**config.mk**
```make
export PLATFORM = sky130hd
export DESIGN_NAME = result_arbiter
export DESIGN_NICKNAME = d
export VERILOG_FILES = /design/src/rtl/result_arbiter_pkg.sv /design/src/rtl/result_arbiter_slot.sv /design/src/rtl/result_arbiter.sv
export SDC_FILE = /design/constraint.sdc
export NUM_CORES = 1
export LEC_CHECK = 0
export ABC_AREA = 1
export CAP_MARGIN = 40
export CORE_MARGIN = 5
export CORE_UTILIZATION = 55
export DETAILED_ROUTE_END_ITERATION = 6
export HOLD_SLACK_MARGIN = 0.02
export MAX_ROUTING_LAYER = met4
export PLACE_DENSITY = 0.86
export SLEW_MARGIN = 20
export SYNTH_ARGS = -nofsm -noshare
export SYNTH_HDL_FRONTEND = slang
export SYNTH_HIERARCHICAL = 1
export SYNTH_SLANG_ARGS = --single-unit
```
**constraint.sdc**
```tcl
create_clock -name clock -period 6.7 [get_ports clock]
set_input_delay 0.67 -clock clock [delete_from_list [all_inputs] [get_ports clock]]
set_output_delay 0.67 -clock clock [all_outputs]
set_load 0.02 [all_outputs]
```
**src/rtl/result_arbiter_pkg.sv**
```systemverilog
// Shared constants and the round-robin helper for the result arbiter.
package result_arbiter_pkg;

    localparam int N_RESULT_SRC = 3;

    localparam logic [1:0] SRC_DDS  = 2'd0;
    localparam logic [1:0] SRC_SPI  = 2'd1;
    localparam logic [1:0] SRC_LOOP = 2'd2;

    function automatic logic [1:0] next_src(input logic [1:0] src);
        return (src == SRC_LOOP) ? SRC_DDS : src + 2'd1;
    endfunction

    // First valid slot at or after (last+1) mod 3; result is don't-care when nothing is valid.
    function automatic logic [1:0] rr_pick(input logic [N_RESULT_SRC-1:0] valid,
                                           input logic [1:0]              last);
        logic [1:0] cand;
        logic [1:0] pick;
        logic       found;
        cand  = next_src(last);
        pick  = cand;
        found = 1'b0;
        for (int i = 0; i < N_RESULT_SRC; i++) begin
            if (!found && valid[cand]) begin
                pick  = cand;
                found = 1'b1;
            end
            cand = next_src(cand);
        end
        return pick;
    endfunction

endpackage

```
**src/rtl/result_arbiter_slot.sv**
```systemverilog
// One-entry holding slot: captures a strobed word when empty or being drained,
// otherwise reports the strobe as a drop and keeps the old word.
module result_slot
    import result_arbiter_pkg::*;
#(
    parameter int RESULT_WIDTH = 32
) (
    input  logic                    clock,
    input  logic                    resetn,
    input  logic                    init,
    input  logic                    strobe,
    input  logic [RESULT_WIDTH-1:0] strobe_data,
    input  logic                    drain,
    output logic                    valid,
    output logic [RESULT_WIDTH-1:0] data,
    output logic                    drop
);

    logic capture;

    always_comb begin
        capture = strobe && !init && (!valid || drain);
        drop    = strobe && !init && valid && !drain;
    end

    // NOTE: non-blocking assignments only in clocked blocks, so every register
    // samples the pre-edge values regardless of statement order.
    always_ff @(posedge clock or negedge resetn) begin
        if (!resetn) begin
            valid <= 1'b0;
            data  <= '0;
        end else if (init) begin
            valid <= 1'b0;
        end else if (capture) begin
            valid <= 1'b1;
            data  <= strobe_data;
        end else if (drain) begin
            valid <= 1'b0;
        end
    end

endmodule

```
**src/rtl/result_arbiter.sv**
```systemverilog
// Merges DDS, SPI and loop-back results into one FIFO write port with
// round-robin grant, drop detection and write/drop statistics.
module result_arbiter
    import result_arbiter_pkg::*;
#(
    parameter int RESULT_WIDTH   = 32,
    parameter int DROP_CNT_WIDTH = 16
) (
    input  logic                      clock,
    input  logic                      resetn,
    input  logic                      init,
    input  logic [RESULT_WIDTH-1:0]   dds_data,
    input  logic                      dds_wr,
    input  logic [RESULT_WIDTH-1:0]   spi_data,
    input  logic                      spi_wr,
    input  logic [RESULT_WIDTH-1:0]   loop_data,
    input  logic                      loop_wr,
    input  logic                      result_fifo_full,
    output logic [RESULT_WIDTH-1:0]   result_fifo_wr_data,
    output logic                      result_fifo_wr_en,
    output logic                      overflow,
    output logic [DROP_CNT_WIDTH-1:0] drop_count,
    output logic [31:0]               write_count,
    output logic                      pending
);

    localparam int SUM_W = DROP_CNT_WIDTH + 1;

    logic [N_RESULT_SRC-1:0] strobe;
    logic [N_RESULT_SRC-1:0] slot_valid;
    logic [N_RESULT_SRC-1:0] slot_drop;
    logic [N_RESULT_SRC-1:0] drain;
    logic [RESULT_WIDTH-1:0] strobe_data [N_RESULT_SRC];
    logic [RESULT_WIDTH-1:0] slot_data   [N_RESULT_SRC];

    logic [1:0]                last_grant;
    logic [1:0]                grant;
    logic [1:0]                drops;
    logic [SUM_W-1:0]          drop_sum;
    logic [DROP_CNT_WIDTH-1:0] drop_next;

    always_comb begin
        strobe                   = {loop_wr, spi_wr, dds_wr};
        strobe_data[SRC_DDS]     = dds_data;
        strobe_data[SRC_SPI]     = spi_data;
        strobe_data[SRC_LOOP]    = loop_data;
    end

    for (genvar g = 0; g < N_RESULT_SRC; g++) begin : g_slot
        result_slot #(
            .RESULT_WIDTH (RESULT_WIDTH)
        ) u_slot (
            .clock       (clock),
            .resetn      (resetn),
            .init        (init),
            .strobe      (strobe[g]),
            .strobe_data (strobe_data[g]),
            .drain       (drain[g]),
            .valid       (slot_valid[g]),
            .data        (slot_data[g]),
            .drop        (slot_drop[g])
        );
    end

    // NOTE: every output of this block is assigned up front so no path leaves
    // a value held, which would otherwise infer a latch.
    always_comb begin
        grant               = rr_pick(slot_valid, last_grant);
        result_fifo_wr_en   = (|slot_valid) && !result_fifo_full && !init;
        result_fifo_wr_data = slot_data[grant];
        pending             = |slot_valid;
        for (int i = 0; i < N_RESULT_SRC; i++) begin
            drain[i] = result_fifo_wr_en && (grant == 2'(i));
        end
        drops     = 2'(slot_drop[0]) + 2'(slot_drop[1]) + 2'(slot_drop[2]);
        drop_sum  = {1'b0, drop_count} + SUM_W'(drops);
        drop_next = drop_sum[DROP_CNT_WIDTH] ? '1 : drop_sum[DROP_CNT_WIDTH-1:0];
    end

    // last_grant resets to LOOP so that DDS is searched first.
    always_ff @(posedge clock or negedge resetn) begin
        if (!resetn) begin
            last_grant  <= SRC_LOOP;
            overflow    <= 1'b0;
            drop_count  <= '0;
            write_count <= '0;
        end else if (init) begin
            last_grant  <= SRC_LOOP;
            overflow    <= 1'b0;
            drop_count  <= '0;
            write_count <= '0;
        end else begin
            if (result_fifo_wr_en) begin
                last_grant  <= grant;
                write_count <= write_count + 32'd1;
            end
            if (|slot_drop) begin
                overflow   <= 1'b1;
                drop_count <= drop_next;
            end
        end
    end

endmodule

```
Yosys cells after proc, flatten, opt, wreduce, memory -nomap -nowiden
Index checks and enable logic that the tools add are counted.
{"block": "totals", "register_bits": 150}
{"block": "classes", "add_sub_neg": 7, "magnitude_cmp": 4, "n_eq_ne": 5, "mux": 34, "bitwise": 2, "n_reduce_logical": 43}
{"cell": "$mux 32", "n": 4}
{"cell": "$bmux 32 s2", "n": 1}
{"cell": "$mux 16", "n": 3}
{"cell": "$add 32x1->32 const B", "n": 1}
{"cell": "$logic_and 1x1->1", "n": 19}
{"cell": "$add 16x2->17", "n": 1}
{"cell": "$mux 1", "n": 16}
{"cell": "$mux 2", "n": 7}
{"cell": "$logic_not 1->1", "n": 10}
{"cell": "$lt 2x3->1 const B", "n": 3}
{"cell": "$reduce_bool 3->1", "n": 3}
{"cell": "$eq 2x2->1 const B", "n": 4}
{"cell": "$add 2x1->2 const B", "n": 3}
{"cell": "$bmux 1 s2", "n": 3}
{"cell": "$reduce_and 2->1", "n": 3}
{"cell": "$reduce_or 3->1", "n": 2}
{"cell": "$reduce_bool 2->1", "n": 2}
{"cell": "$ge 3x3->1 const B", "n": 1}
{"cell": "$logic_or 1x1->1", "n": 3}
{"cell": "$not 2->3", "n": 1}
{"cell": "$add 1x1->2", "n": 1}
{"cell": "$add 2x1->2", "n": 1}
{"cell": "$eq 2x1->1 const B", "n": 1}
{"cell": "$logic_not 2->1", "n": 1}
{"cell": "$not 1->1", "n": 1}

Longest topological paths before layout
Gate-level depths: netlist of the first run.
{"block": "logic_depth", "depth_word": 21, "depth_mapped": 27, "mapped_depth_nobuf": 26}

Hierarchy
Netlist of the first run, hierarchy kept.
{"mod": "result_arbiter", "instances": 1, "cells_each": 640, "area_per_inst_um2": 4311.6, "seq_area_each_um2": 1277.5}
{"mod": "result_slot", "instances": 3, "cells_each": 145, "area_per_inst_um2": 1331.3, "seq_area_each_um2": 825.8}

Least setup slack after synthesis of the first run
OpenSTA, ideal clock, no wires.
{"block": "synth_path", "kind": "reg2reg", "startpoint": "register last_grant[1]", "endpoint": "register drop_count[11]", "setup_time_ps": 77, "arrival_ps": 3941, "t_required_ps": 6623, "path_slack_ps": 2682, "stages_incl_launch_ff": 24, "period_less_slack_ps": 4018, "cell_sequence": "dfstp_2 > inv_2 > nand2_2 > nor2_2 > nor3_4 > nand3_2 > clkbuf_1 > a21oi_1 > inv_1 > nand2_2 > buf_2 > nor3_1 > fa_1 > ha_1 > fa_1 > nand2_1 > nor3_2 > nand2_2 > nor2_2 > nand3_2 > buf_2 > o21ai_0 > nand2_1 > o21ai_1"}
{"block": "synth_between", "elab_chain_cells": 21}
{"item": "start, declared", "line_no": "result_arbiter.sv:36", "text": "logic [1:0] last_grant;"}
{"item": "start signal, assigned", "line_no": "result_arbiter.sv:94", "text": "last_grant <= grant;"}
{"item": "$add 2x1->2 or $eq 2x2->1 (tied branches)", "line_no": "result_arbiter_pkg.sv:11", "text": "return (src == SRC_LOOP) ? SRC_DDS : src + 2'd1;"}
{"item": "$mux 2 (*)", "line_no": "result_arbiter_pkg.sv:11"}
{"item": "branches (longest 8 deep; another with $add 2x1->2)"}
{"item": "$mux 2 (*)", "line_no": "result_arbiter_pkg.sv:24", "text": "if (!found && valid[cand]) begin"}
{"item": "$logic_not 2->1 (*)", "line_no": "result_arbiter.sv:73", "text": "drain[i] = result_fifo_wr_en && (grant == 2'(i));"}
{"item": "$logic_and 1x1->1 (*)", "line_no": "result_arbiter.sv:73"}
{"item": "net drain[0]", "line_no": "result_arbiter.sv:32", "text": "logic [N_RESULT_SRC-1:0] drain;"}
{"item": "$logic_not 1->1 (*)", "line_no": "result_arbiter_slot.sv:23", "text": "drop = strobe && !init && valid && !drain;"}
{"item": "$logic_and 1x1->1 (*)", "line_no": "result_arbiter_slot.sv:23"}
{"item": "net slot_drop[0]", "line_no": "result_arbiter.sv:31", "text": "logic [N_RESULT_SRC-1:0] slot_drop;"}
{"item": "$add 1x1->2", "line_no": "result_arbiter.sv:75", "text": "drops = 2'(slot_drop[0]) + 2'(slot_drop[1]) + 2'(slot_drop[2]);"}
{"item": "$add 2x1->2", "line_no": "result_arbiter.sv:75"}
{"item": "$add 16x2->17", "line_no": "result_arbiter.sv:76", "text": "drop_sum = {1'b0, drop_count} + SUM_W'(drops);"}
{"item": "$mux 16", "line_no": "result_arbiter.sv:77", "text": "drop_next = drop_sum[DROP_CNT_WIDTH] ? '1 : drop_sum[DROP_CNT_WIDTH-1:0];"}
{"item": "$mux 16", "line_no": "result_arbiter.sv:97", "text": "if (|slot_drop) begin"}
{"item": "$mux 16", "line_no": "result_arbiter.sv:87", "text": "end else if (init) begin"}
{"item": "end signal, assigned", "line_no": "result_arbiter.sv:99", "text": "drop_count <= drop_next;"}
{"item": "end, declared", "line_no": "result_arbiter.sv:22", "text": "output logic [DROP_CNT_WIDTH-1:0] drop_count,"}
Mark *: on every way through the listed nets, which the timed path passes. The select of a mux whose other input is x is not followed.
A chain may end at the register's enable or synchronous reset.

Worst setup path in the final report of the first run
{"block": "layout_path", "startpoint": "register last_grant[1]", "endpoint": "register drop_count[13]"}
The elaborated chain is that of the path after synthesis.

==> results of run 1 <==
## metal layers
| layer | GRT usage (%) | share of wire (%) | up-vias |
|---|---|---|---|
| met3 | 7.871 | 9.2 | 68 |
| met5 | - | 0 | - |
| met1 | 37.94 | 40 | 4013 |
| li1 | - | - | 3879 |
| met2 | 46.56 | 47 | 441 |
| met4 | 11.72 | 3.2 | 0 |
## cells in the final DEF, fill, tap and decap left out, types with 3 or more instances in the layout
cell,n
sky130_fd_sc_hd__nand2_1,337
sky130_fd_sc_hd__nand3_1,227
sky130_fd_sc_hd__clkdlybuf4s50_1,184
sky130_fd_sc_hd__dfrtp_1,149
sky130_fd_sc_hd__inv_1,67
sky130_fd_sc_hd__nor2_1,55
sky130_fd_sc_hd__o21ai_0,39
sky130_fd_sc_hd__nand3_2,36
sky130_fd_sc_hd__nor3_1,21
sky130_fd_sc_hd__nand4_1,21
sky130_fd_sc_hd__clkbuf_16,17
sky130_fd_sc_hd__a21oi_1,12
sky130_fd_sc_hd__nand2_2,10
sky130_fd_sc_hd__o21ai_1,7
sky130_fd_sc_hd__xor2_1,5
sky130_fd_sc_hd__buf_4,5
sky130_fd_sc_hd__nor2_2,4
sky130_fd_sc_hd__a31oi_1,4
sky130_fd_sc_hd__bufinv_16,4
sky130_fd_sc_hd__nor3_2,3
sky130_fd_sc_hd__ha_1,3
sky130_fd_sc_hd__clkinvlp_4,3
sky130_fd_sc_hd__nor2_4,3
## power by group through the flow
| stage | combinational (W) | sequential [W] | clock [W] |
|---|---|---|---|
| 6_report | 0.000813 | 0.00109 | 0.00100 |
| 5_1_grt | 0.000875 | 0.00110 | 0.00105 |
| 4_1_cts | 0.000805 | 0.00109 | 0.00101 |
| 3_5_place_dp | 0.000796 | 0.00110 | 0 |
| 3_3_place_gp | 0.000779 | 0.00109 | 0 |
| 2_1_floorplan | 0.000486 | 0.00108 | 0 |
## final cells by class
class	instances	area, µm²
Fill cell	1133	4268
Clock inverter	9	152.6
Inverter	70	262.8
Multi-Input combinational cell	803	3938
Tap cell	188	235.2
Clock buffer	20	456.7
Timing Repair Buffer	193	1966
Sequential cell	150	3755
## worst max path at each step
stage,from,endpoint,slack [ns],depth (start not counted)
global placement,last_grant[1],drop_count[15],0.93,24
CTS,last_grant[1],drop_count[13],0.67,24
detailed placement,last_grant[1],drop_count[13],0.73,24
global route,last_grant[1],drop_count[13],0.06,24
finish,last_grant[1],drop_count[13],0.57,24
floorplan,last_grant[1],drop_count[11],2.68,23
## state kept, by name (all words and copies together), names as in the netlist
name / flops
drop_count: 16
g_slot.u_slot/data: 96
g_slot.u_slot/valid: 3
last_grant: 2
overflow: 1
write_count: 32
## stage by stage
| stage | total power, W | utilization [%] | cell area, µm² | hold WS (ns) |
|---|---|---|---|---|
| floorplan | 0.001571 | - | 8305 | 0.3744 |
| global placement | 0.001874 | 67.06 | 10080 | 0.4534 |
| detailed placement | 0.001894 | 67.24 | 10110 | 0.4586 |
| CTS | 0.002895 | 71.29 | 10720 | 0.2843 |
| global route | 0.003024 | 71.61 | 10770 | 0.2905 |
| finish | 0.002901 | 71.61 | 10770 | 0.2574 |
## worst register-to-register path, cell delays in order (launching register included)
cell and delay, ns:
sky130_fd_sc_hd__dfstp_2 0.60, sky130_fd_sc_hd__nor2_2 0.08, sky130_fd_sc_hd__nand2_1 0.08, sky130_fd_sc_hd__nand2_1 0.13, sky130_fd_sc_hd__nor2_8 0.16, sky130_fd_sc_hd__nand2_2 0.07
sky130_fd_sc_hd__nand2_1 0.07, sky130_fd_sc_hd__nand3_2 0.59, sky130_fd_sc_hd__nand2_4 0.76, sky130_fd_sc_hd__nand2_1 0.14, sky130_fd_sc_hd__a21oi_1 0.15, sky130_fd_sc_hd__inv_1 0.07
sky130_fd_sc_hd__nand2_2 0.57, sky130_fd_sc_hd__nor3_1 0.20, sky130_fd_sc_hd__fa_1 0.57, sky130_fd_sc_hd__ha_1 0.21, sky130_fd_sc_hd__fa_1 0.23, sky130_fd_sc_hd__nand2_1 0.10
sky130_fd_sc_hd__nor3_2 0.37, sky130_fd_sc_hd__nand2_2 0.13, sky130_fd_sc_hd__nor2_2 0.21, sky130_fd_sc_hd__nand3_2 0.26, sky130_fd_sc_hd__nand3_1 0.17, sky130_fd_sc_hd__nand2_1 0.05
sky130_fd_sc_hd__o21ai_0 0.07
## logic make-up (layout without fill, tap and decap cells)
kind of cell,Yosys count,count (layout),synth area share [%]
AO/OA/AOI/OAI,69,69,4.429
flip-flops,150,150,45.21
buffers and inverters,122,292,7.382
XOR/XNOR,6,6,0.6327
AND/OR/NAND/NOR,723,723,41.41
adder cells (fa/ha/maj),5,5,0.9341
==> flow_summary.rst, run 1 <==
.. list-table::
   :header-rows: 1

   * - Metric
     - Value
   * - Maximum vdd ir drop
     - around 0.23 mV
   * - Detailed placement HPWL
     - 16,880 µm
   * - Part of the cycle the worst path needs
     - 91.53%
   * - Cell taking the most area after synthesis
     - sky130_fd_sc_hd__dfrtp_1
   * - Top cells by area, synth
     - sky130_fd_sc_hd__dfrtp_1 (45%), sky130_fd_sc_hd__nand2_1 (15%), sky130_fd_sc_hd__nand3_1 (14%)
   * - Area of the core
     - 15,030 µm²
   * - Starting density of the core
     - 55.25%
   * - TritonCTS Sinks
     - 150
   * - Setup Viol. Count Final
     - 0
   * - Number of buffers created by CTS
     - 17
   * - Achievable Freq
     - 163.1 MHz
   * - Last weighted congestion value of the routability-driven placer
     - about 0.91
   * - Hold Fails Final Rpt
     - 0
   * - Width of the die
     - 132.9 µm
   * - Cell with the most instances after synthesis
     - sky130_fd_sc_hd__nand2_1
   * - Slowest cell on crit path
     - sky130_fd_sc_hd__nand2_4
   * - Antenna Diode Count
     - 0
   * - Mapped Cells
     - 1,075
   * - Clock tree from TritonCTS
     - done
   * - Clock skew after layout
     - 0.006037 ns
   * - Length of the first detailed-routing pass in iterations
     - 6
   * - Min setup slack post-route
     - approximately 0.57 ns
   * - Largest stage delay on the critical path
     - 0.76 ns
   * - Worst setup slack before clock tree synthesis
     - 0.7252 ns
   * - Buffers on Ports
     - 185
   * - Synth Register Bits
     - 150
   * - Sort of element at the end of the critical path
     - register
   * - Floorplan die area
     - approximately 18,000 µm²
   * - Pin count of the biggest net entering global routing
     - just over 70
   * - Combinational cell fraction of total power
     - 28.0%
   * - Post-CTS Hold Buffers
     - 0
   * - Tightest slew margin relative to the limit
     - 43.91%
   * - Wire length of the first global-routing pass
     - 41,650 µm
   * - Number of rows in the core area
     - 45
   * - Number of antenna violations at the first check in global routing
     - 0
   * - Worst-path maximum fanout
     - 35
   * - Residual antenna-violating net count after detailed routing
     - 0
   * - Worst setup SP type
     - register
   * - Worst path buffer plus inverter count
     - 1
   * - Most Frequent Cell on Critical Path
     - sky130_fd_sc_hd__nand2_1
   * - Net switching power figure
     - 0.0009292 W
   * - CP required
     - 7.03 ns
   * - Area share of the largest cell type after synthesis
     - 44.89%
   * - Net count reported at finish
     - around 1,300
   * - Post-synthesis cell area
     - 8305 µm²
   * - Leading cell types by count after synthesis
     - sky130_fd_sc_hd__nand2_1 (337), sky130_fd_sc_hd__nand3_1 (227), sky130_fd_sc_hd__dfrtp_1 (149)
   * - Top FF cell, synth
     - sky130_fd_sc_hd__dfrtp_1
   * - Critical-path cell list
     - nor2_2, nand2_1, nand2_1, nor2_8, nand2_2, nand2_1, nand3_2, nand2_4, nand2_1, a21oi_1, inv_1, nand2_2, nor3_1, fa_1, ha_1, fa_1, nand2_1, nor3_2, nand2_2, nor2_2, nand3_2, nand3_1, nand2_1, o21ai_0
   * - Post-cts repair resize count
     - 0
   * - Reg2Reg Depth
     - 24
   * - Remaining routing DRC violations
     - 0
   * - Worst-skew pair later-pin latency
     - ~0.42 ns
   * - Internal Dissipation
     - 0.001972 W
   * - Synthesized area per cell
     - 7.726 µm²
   * - Routed via count
     - about 8,400
   * - Seq pwr share
     - 37.5%
   * - RSZ-0062 raised after global routing
     - false
   * - CTS Buffer Depth
     - 2
   * - Die Height
     - 132.9 µm
   * - Terminus of the critical flop-to-flop path
     - drop_count[13]
   * - CP delay by family, top
     - simple AND/OR/NAND/NOR gates
   * - Power per cell area
     - 269.5 nW/µm²
   * - Minimum setup slack among reg-to-reg paths
     - roughly 0.57 ns
   * - Static leakage power
     - 4.970 nW
   * - Remaining global-route overflow
     - 0
   * - Number of nets produced by synthesis
     - 1,183
   * - Post-CTS setup buffer count
     - 0
   * - GRT Resource Usage Total
     - 30.08%
   * - Proportion of register bits with asynchronous set or reset after synthesis
     - 100.0%
   * - Critical path class
     - reg -> reg
   * - Instance count after placement with tap cells included
     - approximately 1,400
   * - Area Growth Syn to Fin
     - 29.62%
   * - Clock transition at path regs
     - around 0.06 ns
   * - Wire length per cell
     - 17.99 µm
   * - Number of warnings printed during yosys synthesis
     - 6
   * - Layout cell share with drive strength beyond 1
     - 8.112%
   * - DRC marker count from the first detailed-route iteration
     - 1,049
   * - Number of flops mapped to enable cells by yosys
     - 0
   * - Count of placed standard cells in the final layout, fillers left out
     - approximately 1,400
   * - Arr. time, crit path
     - 6.46 ns
   * - Number of global-route vias before repair
     - 8,345
   * - Post-layout minimum cycle time
     - about 6 ns
   * - Slew at the pin with the worst max-slew slack
     - 0.8404 ns
   * - Sequential element share of the synthesized area
     - 45.21%
   * - Count of pins on the block boundary
     - ~190
   * - Switching share of power
     - 32.03%
   * - Class of the tightest hold or removal check
     - in -> async
   * - Pins Over Slew Limit
     - 0
   * - Avg Vias per Cell
     - 5.863
   * - Power share of the clock group
     - 34.5%
   * - Number of distinct library cells after synthesis
     - 38
   * - Number of max-cap violations
     - 0
   * - Critical register-to-register path startpoint
     - last_grant[1]
   * - Clk root buf
     - sky130_fd_sc_hd__clkbuf_16
   * - Outcome
     - completed
   * - H-tree depth reported by CTS
     - 4
   * - Total negative setup slack
     - 0 ns
   * - Post-detailed-routing wire length
     - 25,770 µm
No activity file was read; power rests on OpenSTA's default activity.
==> run 2, diff against run 1 <==
- SETUP_SLACK_MARGIN: default -> 0.4
- SLEW_MARGIN: 20 -> default
==> flow_summary.rst, run 2 (synthesized netlist as in run 1, its figures left out) <==
.. list-table::
   :header-rows: 1

   * - Metric
     - Value
   * - Outcome
     - completed
   * - Arr. time, crit path
     - 5.96 ns
   * - Top flop regs
     - g_slot.u_slot/data: 96 flops, write_count: 32 flops, drop_count: 16 flops
   * - Antenna Diode Count
     - 0
   * - Class of the tightest hold or removal check
     - in -> async
   * - Slew at the pin with the worst max-slew slack
     - 0.9148 ns
   * - Critical-path cell list
     - inv_2, nand2_2, nor2_2, nor3_4, nand3_2, nand2_4, nor2_1, inv_1, nand2_2, nor3_1, ha_1, fa_1, nand2_1, nor3_2, nand2_2, nor2_2, nand3_2, nand3_1, nand2_1, o21ai_0
   * - RSZ-0062 raised after global routing
     - false
   * - Area Growth Syn to Fin
     - 29.24%
   * - Layout cell share with drive strength beyond 1
     - 7.965%
   * - Count of pins on the block boundary
     - 186
   * - Post-layout minimum cycle time
     - ~5.6 ns
   * - Post-cts repair resize count
     - 0
   * - Hold Fails Final Rpt
     - 0
   * - Total negative setup slack
     - 0 ns
   * - CP required
     - about 7.0 ns
   * - Clk root buf
     - sky130_fd_sc_hd__clkbuf_16
   * - GRT Resource Usage Total
     - 30.08%
   * - Terminus of the critical flop-to-flop path
     - drop_count[13]
   * - TritonCTS Sinks
     - 150
   * - Pin count of the biggest net entering global routing
     - a little over 70
   * - Worst setup SP type
     - register
   * - Clock tree from TritonCTS
     - done
   * - Commonest non-fill, non-tap cell in the layout
     - sky130_fd_sc_hd__nand2_1
   * - Maximum vdd ir drop
     - 0.2228 mV
   * - Most Frequent Cell on Critical Path
     - sky130_fd_sc_hd__nand2_2
   * - Final core occ
     - 71.40%
   * - Fillcell total
     - 1,145
   * - Slowest cell on crit path
     - sky130_fd_sc_hd__nand2_4
   * - Flip-flop count of the largest register, all copies and words added
     - 96
   * - Length of the first detailed-routing pass in iterations
     - 6
   * - Area of the core
     - 15,030 µm²
   * - Remaining routing DRC violations
     - 0
   * - Clock skew after layout
     - approximately 0.0067 ns
   * - Worst-path maximum fanout
     - 35
   * - Post-CTS setup buffer count
     - 0
   * - Wire length per cell
     - 17.93 µm
   * - Launch point of the worst path
     - last_grant[1]
   * - Routed via count
     - roughly 8,400
   * - Minimum setup slack among reg-to-reg paths
     - ~1.1 ns
   * - Clock transition at path regs
     - around 0.060 ns
   * - Detailed placement HPWL
     - between 15,000 and 20,000 µm
   * - Critical path class
     - reg -> reg
   * - Post-CTS Hold Buffers
     - 0
   * - Last weighted congestion value of the routability-driven placer
     - 0.9143
   * - Static leakage power
     - 4.952 nW
   * - Pins Over Slew Limit
     - 0
   * - Post-detailed-routing wire length
     - 25,660 µm
   * - Worst setup path end
     - drop_count[13]
   * - Number of max-cap violations
     - 0
   * - Avg Vias per Cell
     - 5.876
   * - H-tree depth reported by CTS
     - 4
   * - Critical register-to-register path startpoint
     - last_grant[1]
   * - Residual antenna-violating net count after detailed routing
     - 0
   * - Power, Total
     - just under 0.003 W
   * - Die Height
     - approximately 130 µm
   * - Largest stage delay on the critical path
     - 0.80 ns
   * - Remaining global-route overflow
     - 0
   * - Number of buffers created by CTS
     - 17
   * - Reg2Reg Depth
     - 20
   * - Number of rows in the core area
     - 45
   * - Worst-skew pair later-pin latency
     - 0.42 ns
   * - Achievable Freq
     - ~180 MHz
   * - Tightest slew margin relative to the limit
     - 38.87%
   * - Setup Viol. Count Final
     - 0
   * - Starting density of the core
     - between 50 and 60%
   * - Reg with most FFs
     - g_slot.u_slot/data
   * - Width of the die
     - 132.9 µm
   * - Part of the cycle the worst path needs
     - 84.08%
   * - Power per cell area
     - 270.6 nW/µm²
   * - Number of global-route vias before repair
     - ~8,300
   * - Wire length of the first global-routing pass
     - 41,650 µm
   * - Floorplan die area
     - 17,660 µm²
   * - Buffers on Ports
     - 185
   * - DRC marker count from the first detailed-route iteration
     - 889
   * - CTS Buffer Depth
     - 2
   * - Sort of element at the end of the critical path
     - register
   * - Net count reported at finish
     - 1,341
   * - Most used cells in the layout excluding fill and tap cells
     - sky130_fd_sc_hd__nand2_1 (337), sky130_fd_sc_hd__nand3_1 (227), sky130_fd_sc_hd__clkdlybuf4s50_1 (184)
   * - Number of antenna violations at the first check in global routing
     - 0
[run 2: routing by layer]
layer / share of wire (%) / vias up / GRT usage, %
met3: 10 / 69 / 7.871
met2: 47 / 516 / 46.56
li1: - / 3866 / -
met5: 0 / - / -
met4: 3.4 / 0 / 11.72
met1: 40 / 3957 / 37.94
[run 2: worst min path at each step]
stage,startpoint,cells after the start,to,slack (ns)
floorplan,resetn,0,drop_count[0],0.37
global placement,g_slot[2].u_slot/data[1],2,g_slot[2].u_slot/data[1],0.45
detailed placement,g_slot[2].u_slot/data[7],2,g_slot[2].u_slot/data[7],0.46
CTS,resetn,1,g_slot[1].u_slot/data[24],0.28
global route,resetn,1,g_slot[1].u_slot/data[29],0.29
finish,resetn,1,g_slot[1].u_slot/data[29],0.24
[run 2: per-stage QoR]
stage / hold WS [ns] / setup slack (ns) / cell area [µm²] / instances
after CTS: 0.2843 / 0.6727 / 10720 / 1431
final: 0.2367 / 1.067 / 10730 / 1431
after detailed placement: 0.4586 / 0.7252 / 10110 / 1402
after global placement: 0.4534 / 0.9293 / 10080 / 1401
after floorplan: 0.3744 / 2.682 / 8305 / 1075
after global routing: 0.2906 / 0.7275 / 10730 / 1431
[run 2: final cells by class]
class | instances | area, µm² | area share [%]
Clock inverter | 9 | 152.6 | 1.422
Multi-Input combinational cell | 803 | 3954 | 36.83
Sequential cell | 150 | 3755 | 34.98
Clock buffer | 20 | 456.7 | 4.255
Timing Repair Buffer | 191 | 1918 | 17.87
Inverter | 70 | 262.8 | 2.448
Tap cell | 188 | 235.2 | 2.191
[run 2: critical path: cells and delay by family (launching register included)]
kind / cells / cell delay (ns)
AO/OA/AOI/OAI: 1 / 0.07
buffers and inverters: 2 / 0.18
adder cells (fa/ha/maj): 2 / 0.46
AND/OR/NAND/NOR: 15 / 4.16
flip-flops: 1 / 0.60
[run 2: report_power, final]
group	total (W)	switching, W	internal [W]
sequential	0.00109	0.0000738	0.00101
combinational	0.000812	0.000492	0.000320
clock	0.00100	0.000369	0.000635
total	0.00291	0.000935	0.00197
==> run 3, diff against run 2 <==
- CORE_UTILIZATION: 55 -> 51
- PLACE_DENSITY: 0.86 -> 0.81
- clock period: 6.7 -> 5.53 ns (I/O delays scaled with it)
==> flow_summary.rst, run 3 (synthesized netlist as in run 1, its figures left out) <==
.. list-table::
   :header-rows: 1

   * - Metric
     - Value
   * - Starting density of the core
     - 52.10%
   * - Number of buffers created by CTS
     - 17
   * - Total area of multi-input combinational cells
     - 3945 µm²
   * - Number of antenna violations at the first check in global routing
     - 0
   * - Hold Fails Final Rpt
     - 0
   * - Achievable Freq
     - 215.6 MHz
   * - H-tree depth reported by CTS
     - 4
   * - Critical path class
     - reg -> reg
   * - Flip-flop count of the largest register, all copies and words added
     - 96
   * - Post-detailed-routing wire length
     - ~27,000 µm
   * - Static leakage power
     - 5.015 nW
   * - Commonest non-fill, non-tap cell in the layout
     - sky130_fd_sc_hd__nand2_1
   * - Residual antenna-violating net count after detailed routing
     - 0
   * - Area of the core
     - about 16,000 µm²
   * - CTS Buffer Depth
     - 2
   * - Detailed placement HPWL
     - between 15,000 and 20,000 µm
   * - Slew at the pin with the worst max-slew slack
     - approximately 0.89 ns
   * - Worst setup SP type
     - register
   * - Arr. time, crit path
     - 4.99 ns
   * - GRT Resource Usage Total
     - 29.75%
   * - Launch point of the worst path
     - last_grant[1]
   * - Post-layout minimum cycle time
     - between 4 and 5 ns
   * - Floorplan die area
     - 18,940 µm²
   * - Antenna Diode Count
     - 0
   * - Most used cells in the layout excluding fill and tap cells
     - sky130_fd_sc_hd__nand2_1 (337), sky130_fd_sc_hd__nand3_1 (227), sky130_fd_sc_hd__clkdlybuf4s50_1 (184)
   * - Worst-path maximum fanout
     - 33
   * - Maximum vdd ir drop
     - 0.2601 mV
   * - Count of pins on the block boundary
     - 186
   * - Net count reported at finish
     - 1,349
   * - Hold Path Depth
     - 2
   * - Minimum setup slack among reg-to-reg paths
     - 0.89 ns
   * - Remaining routing DRC violations
     - 0
   * - Number of global-route vias before repair
     - 8,300
   * - Area Growth Syn to Fin
     - 31.06%
   * - Buffers on Ports
     - 185
   * - Clock transition at path regs
     - 0.06 ns
   * - RSZ-0062 raised after global routing
     - false
   * - Tightest slew margin relative to the limit
     - 40.73%
   * - Class of the tightest hold or removal check
     - reg -> reg
   * - Wire length of the first global-routing pass
     - 42,760 µm
   * - Part of the cycle the worst path needs
     - between 80% and 90%
   * - Combinational cell fraction of total power
     - 27.5%
   * - Width of the die
     - around 140 µm
   * - Origin of the worst min-delay path
     - g_slot[1].u_slot/data[28]
   * - Switching share of power
     - 31.79%
   * - Remaining global-route overflow
     - 0
   * - Top flop regs
     - g_slot.u_slot/data: 96 flops, write_count: 32 flops, drop_count: 16 flops
   * - Fillcell total
     - 1,294
   * - Total negative setup slack
     - 0 ns
   * - Last weighted congestion value of the routability-driven placer
     - 0.9628
   * - Number of rows in the core area
     - 46
   * - Number of max-cap violations
     - 0
   * - Length of the first detailed-routing pass in iterations
     - 6
   * - Outcome
     - completed
   * - Terminus of the critical flop-to-flop path
     - drop_count[3]
   * - Net switching power figure
     - 0.001159 W
   * - Layout cell share with drive strength beyond 1
     - 8.533%
   * - Power share of the clock group
     - 36.4%
   * - Die Height
     - between 100 and 150 µm
   * - Power per cell area
     - 334.9 nW/µm²
   * - Setup Viol. Count Final
     - 0
   * - Power, Total
     - about 0.0036 W
   * - Clock tree from TritonCTS
     - done
   * - Reg2Reg Depth
     - 24
   * - Pin count of the biggest net entering global routing
     - 88
   * - Sort of element at the end of the critical path
     - register
   * - Reg with most FFs
     - g_slot.u_slot/data
   * - TritonCTS Sinks
     - 150
   * - DRC marker count from the first detailed-route iteration
     - slightly above 1,000
   * - Internal Dissipation
     - 0.002487 W
   * - Clock skew after layout
     - 0.01044 ns
   * - Pins Over Slew Limit
     - 0
   * - Critical register-to-register path startpoint
     - last_grant[1]
   * - Routed via count
     - roughly 8,500
   * - FF/Latch Area
     - ~3800 µm²
   * - Seq pwr share
     - 36.1%
   * - Worst-skew pair later-pin latency
     - roughly 0.43 ns
   * - CP required
     - 5.89 ns
   * - Wire length per cell
     - about 18 µm
   * - Avg Vias per Cell
     - 5.803
   * - Destination of the worst hold path
     - g_slot[1].u_slot/data[28]
   * - Clk root buf
     - sky130_fd_sc_hd__clkbuf_16
-- run 3: repair_timing --
action / 4_1_cts / 5_1_grt
hold buffers: 1 / 0
setup endpoints to repair: 0 / 12
endpoints found under the hold margin: 10 / 0
gates resized for setup: 0 / 1
setup buffers: 0 / 0
-- run 3: worst max-delay path by stage --
stage               slack (ns)              to
finish                    0.89   drop_count[3]
global route              0.51  drop_count[13]
CTS                       0.61  drop_count[15]
detailed placement        0.66  drop_count[15]
global placement          0.77  drop_count[15]
floorplan                 1.51  drop_count[11]
-- run 3: final cells by class --
cell class / instances / share of cell area [%]
multi-input combinational: 803 / 36.24
clock inverter: 11 / 2.034
clock buffer: 21 / 4.138
tap: 216 / 2.483
sequential: 150 / 34.49
inverter: 70 / 2.414
timing repair buffer: 199 / 18.20
-- run 3: per-stage QoR --
stage          instance area [µm²]  setup WS, ns  utilization [%]  hold slack [ns]  cells
6_report                     10890        0.8926            68.28           0.4709   1470
5_1_grt                      10890        0.5108            68.28           0.4887   1470
4_1_cts                      10880        0.6052            68.23           0.4740   1470
3_5_place_dp                 10200        0.6568            63.95           0.3822   1437
3_3_place_gp                 10170        0.7663            63.78           0.4530   1436
2_1_floorplan                 8305         1.512                -           0.2574   1075
-- run 3: metal layers --
metal	global-route usage, %	wire (µm)
met1	38.65	10640
met2	45.72	12620
met3	6.903	2772
met4	10.86	869
met5	-	0
-- run 3: critical path: stages (launching register included) --
cell and delay, ns:
sky130_fd_sc_hd__dfstp_2 0.60, sky130_fd_sc_hd__inv_2 0.08, sky130_fd_sc_hd__nand2_2 0.13, sky130_fd_sc_hd__nor2_2 0.08
sky130_fd_sc_hd__nor2_8 0.16, sky130_fd_sc_hd__nand2_2 0.07, sky130_fd_sc_hd__nand2_1 0.10, sky130_fd_sc_hd__nand3_4 0.37
sky130_fd_sc_hd__nand2_4 0.33, sky130_fd_sc_hd__nand2_1 0.10, sky130_fd_sc_hd__a21oi_1 0.13, sky130_fd_sc_hd__inv_1 0.07
sky130_fd_sc_hd__nand2_2 0.06, sky130_fd_sc_hd__nor3_1 0.07, sky130_fd_sc_hd__fa_1 0.52, sky130_fd_sc_hd__ha_1 0.18
sky130_fd_sc_hd__fa_1 0.20, sky130_fd_sc_hd__nand2_1 0.09, sky130_fd_sc_hd__nor3_2 0.35, sky130_fd_sc_hd__nand2_2 0.13
sky130_fd_sc_hd__nor2_2 0.20, sky130_fd_sc_hd__nand3_2 0.26, sky130_fd_sc_hd__o21ai_1 0.16, sky130_fd_sc_hd__nand2_1 0.08
sky130_fd_sc_hd__nand2_1 0.07
-- run 3: power groups by stage --
stage                     Clock (W)  Sequential, W  Combinational, W
after floorplan                   0        0.00131          0.000589
after global placement            0        0.00132          0.000965
after detailed placement          0        0.00133          0.000984
after CTS                   0.00133        0.00131           0.00100
after global routing        0.00139        0.00133           0.00108
final                       0.00133        0.00132           0.00100
